### src/rtl/alu_pkg.sv
// alu_pkg: shared definitions for the ALU and its two-port arbiter.
//   alu_op_t     - 5-bit ALU operation code
//   ALU_*        - legal operation codes
//   arb_state_t  - arbiter state machine encoding
package alu_pkg;

  typedef logic [4:0] alu_op_t;

  localparam alu_op_t ALU_LSL = 5'b10000;
  localparam alu_op_t ALU_LSR = 5'b10001;
  localparam alu_op_t ALU_AND = 5'b00000;
  localparam alu_op_t ALU_OR  = 5'b00001;
  localparam alu_op_t ALU_NOT = 5'b00010;
  localparam alu_op_t ALU_XOR = 5'b00011;
  localparam alu_op_t ALU_ADD = 5'b00100;
  localparam alu_op_t ALU_SUB = 5'b00101;

  typedef enum logic [1:0] {
    IDLE,
    EXEC,
    RESP
  } arb_state_t;

endpackage

### src/rtl/alu.sv
// alu: purely combinational 8-bit datapath.
//   op     in  OPW    operation code
//   a, b   in  WIDTH  operands
//   result out WIDTH  result; all-ones for any code that is not decoded
module alu
  import alu_pkg::*;
#(
  parameter int unsigned WIDTH = 8,
  parameter int unsigned OPW   = 5
) (
  input  logic [OPW-1:0]   op,
  input  logic [WIDTH-1:0] a,
  input  logic [WIDTH-1:0] b,
  output logic [WIDTH-1:0] result
);

  always_comb begin
    result = '1;
    case (op)
      // Shift amount is the whole of b, so b >= WIDTH shifts everything out.
      ALU_LSL: result = a << b;
      ALU_LSR: result = a >> b;
      ALU_AND: result = a & b;
      ALU_OR:  result = a | b;
      // Logical not: 1 when a is zero.
      ALU_NOT: result = (a == '0) ? WIDTH'(1) : '0;
      ALU_XOR: result = a ^ b;
      ALU_ADD: result = a + b;
      ALU_SUB: result = a - b;
      default: result = '1;
    endcase
  end

endmodule

### src/rtl/rr_pick2.sv
// rr_pick2: two-input round-robin picker, purely combinational.
//   valid0, valid1 in  requests from port 0 / port 1
//   last_grant     in  index of the port granted most recently
//   grant          out one-hot grant, bit N for port N (zero when no request)
module rr_pick2 (
  input  logic       valid0,
  input  logic       valid1,
  input  logic       last_grant,
  output logic [1:0] grant
);

  always_comb begin
    grant = 2'b00;
    if (valid0 && valid1) begin
      // Tie: favour the port that did not win last time.
      grant = last_grant ? 2'b01 : 2'b10;
    end else if (valid0) begin
      grant = 2'b01;
    end else if (valid1) begin
      grant = 2'b10;
    end
  end

endmodule

### src/rtl/alu_arbiter.sv
// alu_arbiter: shares one alu between two requesters.
//   clk, rst_n                     clock, synchronous active-low reset
//   reqN_valid/ready/op/a/b (N=0,1) operation request handshake
//   rspN_valid/ready                result handshake
//   rspN_data/zero/err              registered result, zero flag, illegal-op flag
// One transaction in flight at a time: IDLE (accept) -> EXEC (compute) -> RESP (hold).
module alu_arbiter
  import alu_pkg::*;
#(
  parameter int unsigned WIDTH = 8,
  parameter int unsigned OPW   = 5
) (
  input  logic             clk,
  input  logic             rst_n,

  input  logic             req0_valid,
  output logic             req0_ready,
  input  logic [OPW-1:0]   req0_op,
  input  logic [WIDTH-1:0] req0_a,
  input  logic [WIDTH-1:0] req0_b,
  output logic             rsp0_valid,
  input  logic             rsp0_ready,
  output logic [WIDTH-1:0] rsp0_data,
  output logic             rsp0_zero,
  output logic             rsp0_err,

  input  logic             req1_valid,
  output logic             req1_ready,
  input  logic [OPW-1:0]   req1_op,
  input  logic [WIDTH-1:0] req1_a,
  input  logic [WIDTH-1:0] req1_b,
  output logic             rsp1_valid,
  input  logic             rsp1_ready,
  output logic [WIDTH-1:0] rsp1_data,
  output logic             rsp1_zero,
  output logic             rsp1_err
);

  arb_state_t       state_q, state_d;
  logic             last_grant_q, last_grant_d;
  logic             gnt_id_q, gnt_id_d;
  logic [OPW-1:0]   op_q, op_d;
  logic [WIDTH-1:0] a_q, a_d;
  logic [WIDTH-1:0] b_q, b_d;
  logic [WIDTH-1:0] data_q, data_d;
  logic             zero_q, zero_d;
  logic             err_q, err_d;

  logic [1:0]       grant;
  logic [WIDTH-1:0] alu_result;
  logic             op_legal;

  rr_pick2 u_rr_pick2 (
    .valid0     (req0_valid),
    .valid1     (req1_valid),
    .last_grant (last_grant_q),
    .grant      (grant)
  );

  alu #(
    .WIDTH (WIDTH),
    .OPW   (OPW)
  ) u_alu (
    .op     (op_q),
    .a      (a_q),
    .b      (b_q),
    .result (alu_result)
  );

  always_comb begin
    op_legal = 1'b0;
    case (op_q)
      ALU_LSL, ALU_LSR, ALU_AND, ALU_OR,
      ALU_NOT, ALU_XOR, ALU_ADD, ALU_SUB: op_legal = 1'b1;
      default:                            op_legal = 1'b0;
    endcase
  end

  always_comb begin
    state_d      = state_q;
    last_grant_d = last_grant_q;
    gnt_id_d     = gnt_id_q;
    op_d         = op_q;
    a_d          = a_q;
    b_d          = b_q;
    data_d       = data_q;
    zero_d       = zero_q;
    err_d        = err_q;
    req0_ready   = 1'b0;
    req1_ready   = 1'b0;
    rsp0_valid   = 1'b0;
    rsp1_valid   = 1'b0;

    unique case (state_q)
      IDLE: begin
        // Ready is the grant itself, so a nonzero grant is the handshake.
        req0_ready = grant[0];
        req1_ready = grant[1];
        if (grant != 2'b00) begin
          gnt_id_d     = grant[1];
          last_grant_d = grant[1];
          op_d         = grant[1] ? req1_op : req0_op;
          a_d          = grant[1] ? req1_a  : req0_a;
          b_d          = grant[1] ? req1_b  : req0_b;
          state_d      = EXEC;
        end
      end
      EXEC: begin
        data_d  = alu_result;
        zero_d  = (alu_result == '0);
        err_d   = ~op_legal;
        state_d = RESP;
      end
      RESP: begin
        rsp0_valid = ~gnt_id_q;
        rsp1_valid = gnt_id_q;
        if (gnt_id_q ? rsp1_ready : rsp0_ready) begin
          state_d = IDLE;
        end
      end
      default: state_d = IDLE;
    endcase
  end

  always_ff @(posedge clk) begin
    if (!rst_n) begin
      state_q      <= IDLE;
      // Port 0 wins the first tie after reset.
      last_grant_q <= 1'b1;
      gnt_id_q     <= 1'b0;
      op_q         <= '0;
      a_q          <= '0;
      b_q          <= '0;
      data_q       <= '0;
      zero_q       <= 1'b0;
      err_q        <= 1'b0;
    end else begin
      state_q      <= state_d;
      last_grant_q <= last_grant_d;
      gnt_id_q     <= gnt_id_d;
      op_q         <= op_d;
      a_q          <= a_d;
      b_q          <= b_d;
      data_q       <= data_d;
      zero_q       <= zero_d;
      err_q        <= err_d;
    end
  end

  assign rsp0_data = data_q;
  assign rsp0_zero = zero_q;
  assign rsp0_err  = err_q;
  assign rsp1_data = data_q;
  assign rsp1_zero = zero_q;
  assign rsp1_err  = err_q;

endmodule

### config.mk
export PLATFORM = sky130hd
export DESIGN_NAME = alu_arbiter
export DESIGN_NICKNAME = d
export VERILOG_FILES = /design/src/rtl/alu_pkg.sv /design/src/rtl/alu.sv /design/src/rtl/rr_pick2.sv /design/src/rtl/alu_arbiter.sv
export SDC_FILE = /design/constraint.sdc
export NUM_CORES = 1
export LEC_CHECK = 0
export ABC_AREA = 0
export BUFFER_PORTS_ARGS = -buffer_cell sky130_fd_sc_hd__buf_2
export CAP_MARGIN = 40
export CORE_MARGIN = 1.5
export CORE_UTILIZATION = 40
export CTS_BUF_LIST = sky130_fd_sc_hd__clkbuf_4
export DETAILED_ROUTE_END_ITERATION = 16
export GPL_ROUTABILITY_DRIVEN = 0
export HOLD_SLACK_MARGIN = 0.15
export PLACE_DENSITY = 0.66
export SETUP_SLACK_MARGIN = 0.02
export SLEW_MARGIN = 40
export SYNTH_ARGS = -nofsm -noshare
export SYNTH_HDL_FRONTEND = slang
export SYNTH_SLANG_ARGS = --single-unit
### constraint.sdc
create_clock -name clk -period 5.3 [get_ports clk]
set_clock_uncertainty 0.1 [all_clocks]
set_input_delay 0.53 -clock clk [delete_from_list [all_inputs] [get_ports clk]]
set_output_delay 0.53 -clock clk [all_outputs]
set_load 0.02 [all_outputs]
### Word-level counts from Yosys, hierarchy flattened

Memories as Yosys holds them, arrays and structs flattened. A register that Yosys moved wholly into a read port is not among the register bits.
Cells that the tools add are included.

| storage, ports and cells | value |
|---|---|
| bits in registers | 35 |
| memory bits (read-only) | 32 |
| bits of input ports | 48 |
| memories | 1 |

Memories:

| memory | depth | width | read ports | clocked after memory_dff | write ports | RTL line | source |
|---|---|---|---|---|---|---|---|
| (name not given) | 32 | 1 | 1 | 1 | 0 | alu_arbiter.sv:72 | `case (op_q)` |

| cells by class | value |
|---|---|
| add/subtract/negate cells | 2 |
| eq/ne operators | 11 |
| shifts and indexed selects | 2 |
| mux-type cells | 19 |
| bitwise gates (word level) | 5 |
| reduce and logical (&&, ||, !) cells | 8 |

Operator list:

| kind | count |
|---|---|
| 8-bit one-hot mux with 8 select lines | 1 |
| 8-bit zero test | 2 |
| 8-bit 2-to-1 mux | 2 |
| 5-bit 2-to-1 mux | 3 |
| 2-bit 2-to-1 mux | 6 |
| 5-bit by 2-bit == test with 1-bit output, second input constant | 2 |
| 5-bit by 3-bit == test with 1-bit output, second input constant | 2 |
| 5-bit == test, second input constant | 2 |
| 8-bit adder | 1 |
| 8-bit AND | 1 |
| 8-bit bitwise OR | 1 |
| 8-bit by 8-bit << shifter with 8-bit output | 1 |
| 8-bit by 8-bit >> shifter with 8-bit output | 1 |
| 8-bit subtractor | 1 |
| 8-bit XOR | 1 |
| 1-bit 2-to-1 mux | 6 |
| 2-bit one-hot mux with 3 select lines | 1 |
| 5-bit by 1-bit == test with 1-bit output, second input constant | 1 |
| 5-bit zero test | 1 |
| 2-bit inequality test, second input constant | 2 |
| 2-bit AND reduction | 2 |
| 2-bit by 1-bit == test with 1-bit output, second input constant | 1 |
| 2-bit == test, second input constant | 1 |
| 2-bit zero test | 1 |
| other kinds (3) | 4 |

### Longest topological paths before layout

Gate-level depths: netlist of the first run.

| depth | value |
|---|---|
| word-level depth | 7 |
| gate-level depth with buffers | 14 |

### Hierarchy

From an unflattened synthesis of the first run, not the netlist that was laid out.

| unflattened totals | value |
|---|---|
| cell total of the unflattened synthesis | 421 |
| area, all modules | 3,414.5 um^2 |

Modules (own cells, without submodules):

| module | times used | cells an instance | area each (um^2) | sequential area each (um^2) |
|---|---|---|---|---|
| alu_arbiter | 1 | 183 | 1,747.9 | 720.7 |
| alu | 1 | 235 | 1,647.8 | 0.0 |
| rr_pick2 | 1 | 3 | 18.8 | 0.0 |

### Worst setup path before layout of the first run

Ideal clock, no wire load.

| path | value |
|---|---|
| kind | reg-to-reg |
| from | register op_q[4] |
| to | register zero_q (netlist: rsp0_zero) |
| setup time | 84 ps |
| arrival | 2,794 ps |
| slack | 2,321 ps |
| stages on the path, launching flop included | 14 |
| path buffers | 1 |
| clock period less this slack | 2,979 ps |
| path through | dfxtp_1 buf_2 nor4b_2 nand2_1 o21ai_0 inv_1 ha_1 nor2b_1 o2111ai_1 nand3b_1 xor2_1 a211oi_1 nand4_1 o31ai_2 |

| on the way | value |
|---|---|
| longest elaborated chain between the ends | 3 |

RTL lines:

| element | RTL line | source |
|---|---|---|
| from (decl) | alu_arbiter.sv:42 | `logic [OPW-1:0] op_q, op_d;` |
| from (signal assigned) | alu_arbiter.sv:141 | `op_q <= op_d;` |
| 5-bit by 3-bit == test with 1-bit output (tied with other cells) | alu.sv:19 | `case (op)` |
| 8-bit one-hot mux with 8 select lines * | alu.sv:19 |  |
| 8-bit zero test * | alu_arbiter.sv:110 | `zero_d = (alu_result == '0);` |
| to (signal assigned) | alu_arbiter.sv:145 | `zero_q <= zero_d;` |
| to (decl) | alu_arbiter.sv:46 | `logic zero_q, zero_d;` |

Mark *: on every way between the ends. The rest lies on a longest branch, timed or not.
A chain may end at the register's enable or synchronous reset.

### Worst setup path after layout of the first run

| path | value |
|---|---|
| from | register b_q[0] |
| to | register zero_q (netlist: rsp0_zero) |

| on the way | value |
|---|---|
| longest elaborated chain between the ends | 3 |

RTL lines:

| element | RTL line | source |
|---|---|---|
| from (decl) | alu_arbiter.sv:44 | `logic [WIDTH-1:0] b_q, b_d;` |
| from (signal assigned) | alu_arbiter.sv:133 | `b_q <= '0;` |
| from (signal assigned) | alu_arbiter.sv:143 | `b_q <= b_d;` |
| 8-bit subtractor (tied with other cells) | alu.sv:29 | `ALU_SUB: result = a - b;` |
| 8-bit one-hot mux with 8 select lines * | alu.sv:19 |  |
| 8-bit zero test * | alu_arbiter.sv:110 |  |

Marks and branches as above.

==> run summary, run 1 <==
GLOBAL ROUTING
------------------------------------------------------------------------------------------
GRT Resource Usage Total                                                             20.7%
Remaining global-route overflow                                                          0
Wire length of the first global-routing pass                                      14600 um
Via count of the first global-routing pass                                            3027
Antenna violations before repair                                                         0
Maximum number of pins on one net before global-route repair                            37

WORST HOLD PATH
------------------------------------------------------------------------------------------
Hold Path Class                                                                 reg -> reg
Number of instances on the worst hold path                                               2
Sink of the worst hold path                                                       rsp0_err
Source of the worst hold timing path                                              op_legal

FLOORPLANNING
------------------------------------------------------------------------------------------
Core region area                                                                8260 sq um
Number of top-level design ports                                                        72
Die width                                                                          95.6 um
Vertical die dimension                                                             95.6 um
Starting density of the core                                                         41.5%
Core Rows                                                                               33
Die area                                                                        9140 sq um

DETAILED ROUTING
------------------------------------------------------------------------------------------
Routed vias                                                                           3198
Number of search-and-repair iterations in the first detailed-routing pass                5
Number of remaining DRC errors                                                           0
Routed via count divided by cell count                                                5.71
Final WL                                                                           8830 um
Avg WL per Cell                                                                    15.8 um
First DRT Iteration DRCs                                                               324
Post-route antenna net violation count                                                   0

SETUP PATH
------------------------------------------------------------------------------------------
Number of cells on the worst reg-to-reg path                                            13
Critical Path RT                                                                   5.47 ns
Master of the slowest instance on the critical path                                dfxtp_1
Worst path most repeated cell                                                         ha_1
End of the worst register-to-register path                                       rsp0_zero
Setup crit end kind                                                                   flop
Combined buffer and inverter count along the critical path                               2
Critical path type                                                              reg -> reg
Maximum single-stage delay on the critical path                                    0.84 ns
Largest driver fanout on the critical path                                              21
Arrival time of the worst setup path                                               3.94 ns
Start of the worst register-to-register path                                        b_q[0]
Slack of the worst reg-to-reg path                                                 1.53 ns
Critical-path cell list                                                       clkinv_1, ha_1, nand2_1, o21ai_0, inv_1, ha_1, nor2b_1, o2111ai_1, nand3b_1, xor2_1, a211oi_1, nand4_1, o31ai_2
Cell family with most CP delay                                                compound AO/OA/AOI/OAI gates
Category of the worst setup path launch point                                         flop

CLOCK TREE
------------------------------------------------------------------------------------------
Number of gates resized after cts                                                        0
Maximum buffer depth of the clock tree                                                   2
Worst-Skew Late Latency                                                            0.35 ns
Max H-tree Level                                                                         2
TritonCTS clock tree                                                                  done
Clock root buffer master                                                          clkbuf_4
Clock edge transition at the registers on the reported setup and hold paths        0.11 ns
Post-CTS setup repair buffer count                                                       0
Hold Buf Count CTS                                                                       0
TritonCTS buffer count                                                                   5
Number of clock sinks                                                                   36

FINAL LAYOUT
------------------------------------------------------------------------------------------
Multi-input logic area                                                          2410 sq um
Number of nets at the end of the flow                                                  527
Layout cells sized above 1                                                           21.8%
Most frequent standard cell in the layout excluding fill and tap cells               buf_2
Area occupied by registers                                                       721 sq um
Growth of design area from synthesis to finish                                       10.4%
FILL cells                                                                             830
Most frequent cells in the layout                                             buf_2 (71), nand2_1 (49), dfxtp_1 (36), o211a_1 (29), mux2i_1 (28)
Antenna Diode Count                                                                      0

POWER AND IR DROP
------------------------------------------------------------------------------------------
Clock network power share                                                            16.0%
VDD IR-drop max                                                                 0.000141 V
Sequential share of power                                                            34.3%
Switching Fraction                                                                   43.4%
Power per Cell Area                                                            313 nW/um^2
Switching Power                                                                 0.000514 W
Int Power                                                                       0.000671 W
Combinational Power Share                                                            49.6%
Leakage component of the power                                                     1.85 nW

SYNTH
------------------------------------------------------------------------------------------
Synthesis warning total                                                                  0
Mapped Nets                                                                            488
Flops & latches, synth                                                                  36
Most used flip-flop cell after synthesis                                           dfxtp_1
Area of the mapped netlist                                                      3430 sq um
Number of flops mapped to enable cells by yosys                                          0
Cell count after synthesis                                                             415
Proportion of synthesized chip area in sequential cells                              21.0%
Post-synthesis cell type count                                                          68
Fraction of synthesis flops using an asynchronous set or reset pin                      0%
Avg Synthesized Cell Area                                                       8.26 sq um

TIMING
------------------------------------------------------------------------------------------
Slew HR                                                                              45.3%
Sum Neg Setup Slack                                                                   0 ns
Fmax achieved                                                                    0.266 GHz
Min Tclk post-route                                                                3.77 ns
Final setup slack of the worst path                                                1.53 ns
Worst-margin pin slew                                                             0.819 ns
Number of endpoints with negative hold slack in the final report                         0
Final critical-path share of the clock period                                        71.0%
Unrepaired setup endpoints after global routing                                         no
Setup violators final                                                                    0
Final slew viol count                                                                    0

PLACE
------------------------------------------------------------------------------------------
Number of port buffers                                                                  71
Placement-stage worst setup slack                                                  1.63 ns
HPWL after DPL                                                                     6700 um

FLOW RUN
------------------------------------------------------------------------------------------
Number of max-capacitance violations reported                                            0

RUN STATUS
------------------------------------------------------------------------------------------
Run status                                                                    finished clean

-- power by group through the flow --
stage / Clock [W] / Combinational (W) / Sequential (W)
after detailed placement: 0 / 0.000580 / 0.000411
after global routing: 0.000206 / 0.000656 / 0.000417
after CTS: 0.000194 / 0.000583 / 0.000404
final: 0.000190 / 0.000588 / 0.000407
after floorplan: 0 / 0.000506 / 0.000352
after global placement: 0 / 0.000576 / 0.000408
-- sequential cells by signal, summed over array words and instances (netlist names) --
register,cells
op_legal,1
last_grant_q,1
op_q,5
state_q,2
rsp0_err,1
a_q,8
gnt_id_q,1
rsp0_data,8
rsp0_zero,1
b_q,8
-- tightest hold or removal path: stages (launching register included) --
cell and delay (ns):
dfxtp_1 0.32, nand2_1 0.04, o211a_1 0.11
-- cell usage after synthesis, drive strengths merged (2+ instances only) --
cell      n  area, sq um
a31oi     5         31.3
o2111ai   2         17.5
maj3      2         21.3
clkbuf   11         42.5
mux2      2         22.5
nor2b     5         31.3
nand4     3         18.8
nor3b     2         15.0
buf      31          190
o21ai    21          105
nand2    50          188
a21oi    14         70.1
mux4      5          113
o211ai    3         22.5
nor2     24         97.6
and2      5         31.3
or3       4         25.0
nand3     5         25.0
xnor2     8         70.1
a21boi    3         22.5
mux2i    28          280
nor3      8         45.0
o211a    29          290
a221oi    2         17.5
xor2      2         17.5
or2       3         18.8
inv      19         71.3
nor4b     3         47.5
a21o      3         22.5
dfxtp    36          721
nand3b    5         37.5
nand2b   13         81.3
a22oi     2         15.0
nor4      2         27.5
o21a      2         15.0
ha       24          300
o31a      2         17.5
a32oi     6         52.6
a211oi    6         45.0
-- through the flow --
stage / total power (W) / util (%) / cells / cell area [sq um] / hold slack, ns
after floorplan: 0.000858 / - / 415 / 3430 / 0.355
after global placement: 0.000984 / 44.9 / 552 / 3710 / 0.382
after detailed placement: 0.000990 / 44.9 / 552 / 3710 / 0.384
after CTS: 0.00118 / 45.8 / 560 / 3780 / 0.408
after global routing: 0.00128 / 45.8 / 560 / 3790 / 0.438
final: 0.00119 / 45.8 / 560 / 3790 / 0.405
-- per-layer routing --
metal,vias to the layer above,track usage [%],part of all wire [%]
li1,1577,-,-
met1,1469,27.7,46
met2,125,33.6,46
met3,27,2.39,4.7
met4,0,8.09,3.3
met5,-,0,0
-- worst max path at each step --
stage,to,startpoint,cells past startpoint
3_5_place_dp,rsp0_zero,b_q[0],13
2_1_floorplan,rsp0_zero,op_q[4],13
6_report,rsp0_zero,b_q[0],13
5_1_grt,rsp0_zero,b_q[0],13
3_3_place_gp,rsp0_zero,b_q[0],13
4_1_cts,rsp0_zero,b_q[0],13
-- final cells by class --
type                    instances  share of cell area, %
clock inverters                 3                  0.991
flip-flops and latches         36                   19.0
inverters                      20                   1.98
clock buffers                   5                  0.991
well taps                     105                   3.47
repair buffers                 74                   9.98
multi-input cells             317                   63.5
-- cell families after synthesis --
group	share of synthesized area, %
AO/OA/AOI/OAI	23.9
XOR/XNOR	2.55
adder cells (fa/ha/maj)	9.96
buffers and inverters	8.98
flip-flops	21.0
multiplexers	12.1
AND/OR/NAND/NOR	21.5
(Power assumes the default switching activity.)
==> run 2: changes to the inputs <==
Settings changed: ABC_AREA 0 to 1, PLACE_DENSITY 0.66 to 0.67.
Clock period 5.3 ns to 3.5 ns, I/O delays scaled along.
==> run summary, run 2 <==
DETAILED ROUTING
------------------------------------------------------------------------------------------
Routed vias                                                                           3681
Avg WL per Cell                                                                    13.2 um
Routed via count divided by cell count                                                5.19
Post-route antenna net violation count                                                   0
Number of remaining DRC errors                                                           0
Final WL                                                                           9380 um
First DRT Iteration DRCs                                                               277
Number of search-and-repair iterations in the first detailed-routing pass                5

FINAL LAYOUT
------------------------------------------------------------------------------------------
Growth of design area from synthesis to finish                                       12.9%
Most frequent cells in the layout                                             nand2_1 (142), buf_2 (71), inv_1 (70), nand3_1 (64), nor2_1 (50)
Number of standard cells in the layout, taps in and fillers out                        709
FILL cells                                                                             865
Most frequent standard cell in the layout excluding fill and tap cells             nand2_1
Layout cells sized above 1                                                           20.4%
Number of nets at the end of the flow                                                  676
Antenna Diode Count                                                                      0
Post-route core utilization                                                          46.7%

SETUP PATH
------------------------------------------------------------------------------------------
End of the worst register-to-register path                                       rsp0_zero
Setup crit end kind                                                                   flop
Arrival time of the worst setup path                                               3.10 ns
Number of cells on the worst reg-to-reg path                                            18
Largest driver fanout on the critical path                                               9
Start of the worst register-to-register path                                       op_q[1]
Category of the worst setup path launch point                                         flop
Critical path type                                                              reg -> reg
Slack of the worst reg-to-reg path                                                 0.58 ns
Critical Path RT                                                                   3.69 ns

CLOCK TREE
------------------------------------------------------------------------------------------
Number of gates resized after cts                                                        0
Post-CTS setup repair buffer count                                                       0
Clock root buffer master                                                          clkbuf_4
Maximum buffer depth of the clock tree                                                   2
TritonCTS clock tree                                                                  done
Clock edge transition at the registers on the reported setup and hold paths        0.11 ns
Number of clock sinks                                                                   36
Worst-Skew Late Latency                                                            0.34 ns
Max H-tree Level                                                                         2
TritonCTS buffer count                                                                   5
Hold Buf Count CTS                                                                       0

SYNTH
------------------------------------------------------------------------------------------
Mapped Nets                                                                            621
Library cell with the highest instance count after synthesis                       nand2_1
Commonest cells in the synthesized netlist                                    nand2_1 (142), inv_1 (70), nand3_1 (64), nor2_1 (50), dfxtp_1 (36)
Fraction of synthesis flops using an asynchronous set or reset pin                      0%
Cell count after synthesis                                                             548
Avg Synthesized Cell Area                                                       6.21 sq um
Cell type contributing the most total cell area after synthesis                    dfxtp_1
Synthesis warning total                                                                  0
Post-synthesis cell type count                                                          35
Area of the mapped netlist                                                      3400 sq um
Top cell type's share of synthesized area                                            21.2%
Proportion of synthesized chip area in sequential cells                              21.2%
Flops & latches, synth                                                                  36
Most used flip-flop cell after synthesis                                           dfxtp_1
Number of flops mapped to enable cells by yosys                                          0
Cells taking the most area after synthesis                                    dfxtp_1 (21%), nand2_1 (16%), nand3_1 (9.4%), ha_1 (8.8%), inv_1 (7.7%)

FLOORPLANNING
------------------------------------------------------------------------------------------
Core Rows                                                                               33
Vertical die dimension                                                             95.2 um
Core region area                                                                8220 sq um
Die width                                                                          95.2 um
Number of top-level design ports                                                        72
Starting density of the core                                                         41.4%
Die area                                                                        9070 sq um

GLOBAL ROUTING
------------------------------------------------------------------------------------------
Antenna violations before repair                                                         0
Remaining global-route overflow                                                          0
GRT Resource Usage Total                                                             22.1%
Maximum number of pins on one net before global-route repair                            40
Via count of the first global-routing pass                                            3432
Wire length of the first global-routing pass                                      15900 um

TIMING
------------------------------------------------------------------------------------------
Setup violators final                                                                    0
Fmax achieved                                                                    0.343 GHz
Final critical-path share of the clock period                                        83.3%
Worst-margin pin slew                                                             0.609 ns
Unrepaired setup endpoints after global routing                                         no
Slew HR                                                                              59.4%
Post-Route Hold Slack                                                             0.192 ns
Sum Neg Setup Slack                                                                   0 ns
Final slew viol count                                                                    0
Number of endpoints with negative hold slack in the final report                         0
Min Tclk post-route                                                                2.92 ns

WORST HOLD PATH
------------------------------------------------------------------------------------------
Hold Path Class                                                                  in -> reg
Source of the worst hold timing path                                            rsp1_ready
Number of instances on the worst hold path                                               4
Sink of the worst hold path                                                     state_q[1]

FLOW RUN
------------------------------------------------------------------------------------------
Number of max-capacitance violations reported                                            0

POWER AND IR DROP
------------------------------------------------------------------------------------------
VDD IR-drop max                                                                 0.000203 V
Total Power Consumption                                                          0.00182 W
Leakage component of the power                                                     2.12 nW
Power per Cell Area                                                            474 nW/um^2

RUN STATUS
------------------------------------------------------------------------------------------
Run status                                                                    finished clean

PLACE
------------------------------------------------------------------------------------------
HPWL after DPL                                                                     7420 um
Number of port buffers                                                                  71
Placed cells                                                                           701

[run 2: changes by cell type after synthesis, moves of 10 or more]
cell and delta:
nand2b_1 -13, inv_1 +51, o211a_1 -29, nor2_1 +27
nand2_1 +92, o211ai_1 +22, mux2i_1 -28, buf_2 -10
nand4_1 +18, nand3_1 +59
[run 2: routing by layer]
| layer | up-vias | track usage, % | part of all wire (%) |
|---|---|---|---|
| li1 | 1893 | - | - |
| met1 | 1606 | 29.6 | 46 |
| met2 | 157 | 35.6 | 45 |
| met3 | 25 | 3.27 | 6.8 |
| met4 | 0 | 8.33 | 2.6 |
| met5 | - | 0 | 0 |
[run 2: cells by family (layout without fill, tap and decap cells)]
family | count (synthesis) | after routing | synth area share [%]
AO/OA/AOI/OAI | 61 | 61 | 11.5
XOR/XNOR | 7 | 7 | 1.80
adder cells (fa/ha/maj) | 25 | 25 | 9.41
buffers and inverters | 110 | 166 | 14.2
flip-flops | 36 | 36 | 21.2
AND/OR/NAND/NOR | 309 | 309 | 41.9
[run 2: area by class of cell]
cell class | instances | area, sq um | area share [%]
clock buffer | 6 | 45.0 | 1.17
clock inverter | 2 | 35.0 | 0.912
inverter | 80 | 300 | 7.82
multi-input combinational | 402 | 2200 | 57.3
sequential | 36 | 721 | 18.8
tap | 105 | 131 | 3.42
timing repair buffer | 78 | 408 | 10.6
[run 2: report_power, final]
| part | switching, W | internal [W] | leakage, nW |
|---|---|---|---|
| sequential | 0.0000781 | 0.000467 | 0.298 |
| combinational | 0.000635 | 0.000342 | 1.77 |
| clock | 0.000142 | 0.000158 | 0.0456 |
[run 2: worst max path at each step]
stage,startpoint,to,slack (ns),depth (start not counted)
global route,op_q[1],rsp0_zero,0.32,19
CTS,op_q[2],rsp0_zero,0.62,19
global placement,b_q[1],rsp0_zero,0.71,16
detailed placement,op_q[1],rsp0_zero,0.64,18
floorplan,b_q[1],rsp0_zero,0.70,18
finish,op_q[1],rsp0_zero,0.58,18
[run 2: critical path: stages, from the launching register on]
cell	delay (ns)
dfxtp_1	0.46
nor2_1	0.08
nand2_2	0.12
inv_2	0.10
nand2_2	0.15
nand2_1	0.08
xor2_1	0.14
ha_1	0.37
a21oi_1	0.23
nand2_1	0.11
nor2_1	0.11
nor2_1	0.07
nor2_1	0.13
nand2_1	0.06
nor2_1	0.16
nand3_1	0.09
nor2_1	0.09
nand3_1	0.09
a21oi_1	0.13
[run 2: stage by stage]
stage / area, sq um / setup WS (ns)
4_1_cts: 3840 / 0.619
3_5_place_dp: 3760 / 0.643
5_1_grt: 3840 / 0.319
3_3_place_gp: 3760 / 0.712
6_report: 3840 / 0.584
2_1_floorplan: 3400 / 0.701
